===== src/rtl/apb_master.sv =====
// apb_master: valid/ready command to APB bridge with one-hot select check and wait-state timeout
module apb_master #(
  parameter int DATA_WIDTH = 32,
  parameter int ADDR_WIDTH = 16,
  parameter int SEL_WIDTH  = 4,
  parameter int TIMEOUT    = 16
) (
  input  logic                  main_clk,
  input  logic                  main_rsn,
  input  logic                  req_valid,
  output logic                  req_ready,
  input  logic                  req_write,
  input  logic [ADDR_WIDTH-1:0] req_addr,
  input  logic [DATA_WIDTH-1:0] req_wdata,
  input  logic [SEL_WIDTH-1:0]  req_sel,
  output logic                  rsp_valid,
  output logic [DATA_WIDTH-1:0] rsp_rdata,
  output logic                  rsp_err,
  output logic [SEL_WIDTH-1:0]  psel,
  output logic                  penable,
  output logic                  pwrite,
  output logic [ADDR_WIDTH-1:0] paddr,
  output logic [DATA_WIDTH-1:0] pwdata,
  input  logic                  pready,
  input  logic [DATA_WIDTH-1:0] prdata,
  input  logic                  pslverr
);
  localparam int CW = $clog2(TIMEOUT + 1);
  typedef enum logic [1:0] {IDLE, SETUP, ACCESS, RESP} state_t;
  state_t state;
  logic [CW-1:0] wait_cnt;
  logic last_wait;
  assign req_ready = (state == IDLE) && !main_rsn;
  assign last_wait = wait_cnt == CW'(TIMEOUT - 1);
  always_ff @(posedge main_clk or posedge main_rsn)
    if (main_rsn) begin
      state     <= IDLE;
      wait_cnt  <= '0;
      rsp_valid <= 1'b0;
      rsp_rdata <= '0;
      rsp_err   <= 1'b0;
      psel      <= '0;
      penable   <= 1'b0;
      pwrite    <= 1'b0;
      paddr     <= '0;
      pwdata    <= '0;
    end else begin
      rsp_valid <= 1'b0;
      case (state)
        IDLE: if (req_valid) begin
          pwrite <= req_write;
          paddr  <= req_addr;
          pwdata <= req_wdata;
          if ($onehot(req_sel)) begin
            state    <= SETUP;
            psel     <= req_sel;
            wait_cnt <= '0;
          end else begin
            state     <= RESP;
            rsp_valid <= 1'b1;
            rsp_rdata <= '0;
            rsp_err   <= 1'b1;
          end
        end
        SETUP: begin
          state   <= ACCESS;
          penable <= 1'b1;
        end
        ACCESS: if (pready || last_wait) begin
          state     <= RESP;
          psel      <= '0;
          penable   <= 1'b0;
          rsp_valid <= 1'b1;
          rsp_rdata <= (pready && !pwrite) ? prdata : '0;
          rsp_err   <= pready ? pslverr : 1'b1;
          wait_cnt  <= pready ? wait_cnt : wait_cnt + 1'b1;
        end else begin
          wait_cnt <= wait_cnt + 1'b1;
        end
        default: state <= IDLE;
      endcase
    end
endmodule


===== config.mk =====
export PLATFORM = sky130hd
export DESIGN_NAME = apb_master
export DESIGN_NICKNAME = d
export VERILOG_FILES = /design/src/rtl/apb_master.sv
export SDC_FILE = /design/constraint.sdc
export NUM_CORES = 1
export LEC_CHECK = 0
export ABC_AREA = 1
export CAP_MARGIN = 20
export CELL_PAD_IN_SITES_DETAIL_PLACEMENT = 0
export CELL_PAD_IN_SITES_GLOBAL_PLACEMENT = 1
export CORE_ASPECT_RATIO = 1.2
export CORE_MARGIN = 3
export CORE_UTILIZATION = 34
export CTS_CLUSTER_SIZE = 24
export DETAILED_ROUTE_END_ITERATION = 8
export PLACE_DENSITY = 0.82
export SYNTH_ARGS = -nofsm -noshare
export SYNTH_HDL_FRONTEND = slang
export SYNTH_SLANG_ARGS = --single-unit

===== constraint.sdc =====
create_clock -name main_clk -period 7.6 [get_ports main_clk]
set_clock_uncertainty 0.2 [all_clocks]
set_input_delay 1.52 -clock main_clk [delete_from_list [all_inputs] [get_ports main_clk]]
set_output_delay 1.52 -clock main_clk [all_outputs]
set_load 0.005 [all_outputs]

==> flow_summary.toml <==
[sta]
timing.hold.ws_ps = 279.0
setup_viol = 0
tightest_slew_ps = 967.6
min_period_ps = 4891
period_share_pct = 64.35
finalHoldViolCount = 0
fin_tns_setup_ps = 0
rsz0062_at_grt = "no"
fmax_mhz = 204.5
finalMaxSlewViolations = 0
slew-limit-headroom_pct = 35.34

[drt]
vias_per_cell = 4.717
drtAntennaViolNets = 0
drc_errors = 0
first_iter_violations = 116
drt_wl_total_um = 11770
first_pass_iters = 4
wl_per_cell_um = 15.44
vias = 3594

[worst_setup_path]
worst_ep_arrival_time_ps = 4960
cp-end-kind = "register"
r2r_setup_slack_ps = 4320
worstPathRequired_ps = 7670
worst_setup_path_start_kind = "input port"
crit_type = "in -> reg"
path_max_fanout = 34

[yosys]
synth_area_leader_cell = "dfrtp_1"
synth_xor_area_share_pct = 0.2019
synth.area.mux_share_pct = 13.59
synth_edf_count = 0
synthDistinctLibCells = 24
syn_avg_cell_area_um2 = 10.04
yosysTopAreaCellShare_pct = 54.80
synth_cells = 432
async_reset_ff_share_pct = 100.0
synth_nets = 530
synthAdderAreaFrac_pct = 2.481
netlist_area_um2 = 4338
synthSimpleGateAreaFrac_pct = 22.79
synth_compound_area_share_pct = 0.9518
synth_top_family_by_area = "simple AND/OR/NAND/NOR gates"
ys_seq_area_share_pct = 54.80
synth_area_leaders = "dfrtp_1, nand2_1, mux2_2"
synthFlopType = "dfrtp_1"
ys_ff_latch = 95
yosys_warnings = 0

[clock_network]
path_clk_slew_ps = 70
cts_root_buf = "clkbuf_16"
clk_latency_ps = 340
clkSinkCount = 95
ctsResizeCount = 0
cts_max_level = 3
hold_buffers = 0
cts_buffer_depth = 2
numCtsBuffers = 9
cts_tree = "done"
cts_setup_buffers = 0

[floorplan]
initial_utilization_pct = 35.33
die_w_um = 109.1
core_area_um2 = 12280
die_area_um2 = 14160
row_count = 44
die-height_um = 129.7
ios = 179

[layout]
final_common_cell = "clkdlybuf4s50_1"
seqCellArea_um2 = 2377
n_fill_cell = 1124
final_nets = 694
design_area_um2 = 6526
multi_input_comb_area_um2 = 1735
final_cell_mix = "clkdlybuf4s50_1, nand2_1, dfrtp_1, nor2_1, nand4_1"
n_antenna_cell = 0
area_growth_pct = 50.45
drive_above_1_share_pct = 12.65

[place]
port_buffers = 178
gp_congestion = 0.7695
placed_area_um2 = 6181
place_hpwl_um = 8427

[power]
sw_frac_of_total_pct = 33.74
power_per_cell_area_nw_per_um2 = 377.0
power.switching_uw = 830.2
p_int_uw = 1630
comb_power_share_pct = 47.3
seq_power_share_pct = 35.1
finalPower_uw = 2461
p_leak_uw = 0.003015
ir_drop_mv = 0.2250
p_clk_share_pct = 17.7

[run]
cap_violations = 0

[global_route]
grt_pass1_wl_um = 18340
grt_overflow = 0
antenna_found_initial = 0
grt_max_degree = 51
grt_pass1_vias = 3684
grtUsageTotal_pct = 16.65

[worst_hold_path]
hold_class = "reg -> reg"

[outcome]
status = "finished clean"
routing by layer:
metal	part of all wire [%]	GRT usage, %	vias up
li1	-	-	1747
met1	39	19.71	1724
met2	53	29.46	111
met3	6.2	4.305	12
met4	1.7	5.201	0
met5	0	0	-
area by class of cell:
cell class	instances	area share, %
Sequential cell	95	36.43
Clock buffer	10	3.662
Multi-Input combinational cell	289	26.59
Clock inverter	6	0.7860
Timing Repair Buffer	181	28.26
Inverter	20	1.189
Tap cell	161	3.087
through the flow:
stage	worst slack [ps]	utilization [%]	cells
floorplan	3403	-	432
global placement	2459	50.35	744
detailed placement	2385	50.35	744
CTS	2737	52.71	760
global route	2430	53.16	762
finish	2709	53.16	762
worst max-delay path, stage by stage:
cell,delay (ps)
clkdlybuf4s50_1,450
inv_1,70
fa_1,540
inv_1,40
ha_1,170
ha_1,270
inv_1,80
nand4_2,720
nand3_2,870
nand2_1,130
nand2_1,100
power groups by stage:
| stage | logic (µW) | registers, µW | clock network, µW |
|---|---|---|---|
| floorplan | 548 | 869 | 0 |
| global placement | 1100 | 883 | 0 |
| detailed placement | 1120 | 897 | 0 |
| CTS | 1120 | 888 | 450 |
| global route | 1270 | 893 | 474 |
| finish | 1160 | 863 | 435 |
path summary, 6_finish.rpt:
kind	start	end	cells after the start
worst max-delay path	req_sel[0]	rsp_rdata[3]	11
worst min-delay path	wait_cnt[4]	wait_cnt[4]	2
worst max register to register	state[0]	rsp_rdata[3]	8
worst min register to register	wait_cnt[4]	wait_cnt[4]	2
max in group asynchronous	main_rsn	pwdata[5]	3
min in group asynchronous	main_rsn	pwdata[25]	2
sequential cells by signal, summed over array words and instances (netlist names):
signal,count
rsp_valid,1
rsp_err,1
rsp_rdata,32
psel,4
state,2
pwdata,32
pwrite,1
penable,1
wait_cnt,5
paddr,16
cell usage after synthesis, types with 2 or more instances:
master and instances:
clkbuf_1 6, ha_1 7, nand2_1 130, inv_1 20
dfrtp_1 95, mux2_2 39, buf_6 3, nand4_1 41
nor2_1 42, nand3_1 6, buf_1 3, mux2_4 10
buf_2 15, nand3_2 2, o21ai_0 4
cell families (layout without fill, tap and decap cells):
group,Yosys count,after routing
DFF,95,95
AOI/OAI and AO/OA,6,6
xor gates and xnor gates,1,1
and+or+nand+nor,225,225
adders and majority gates,8,8
muxes,49,49
buffers and inverters,48,217
(Power assumes the default switching activity.)
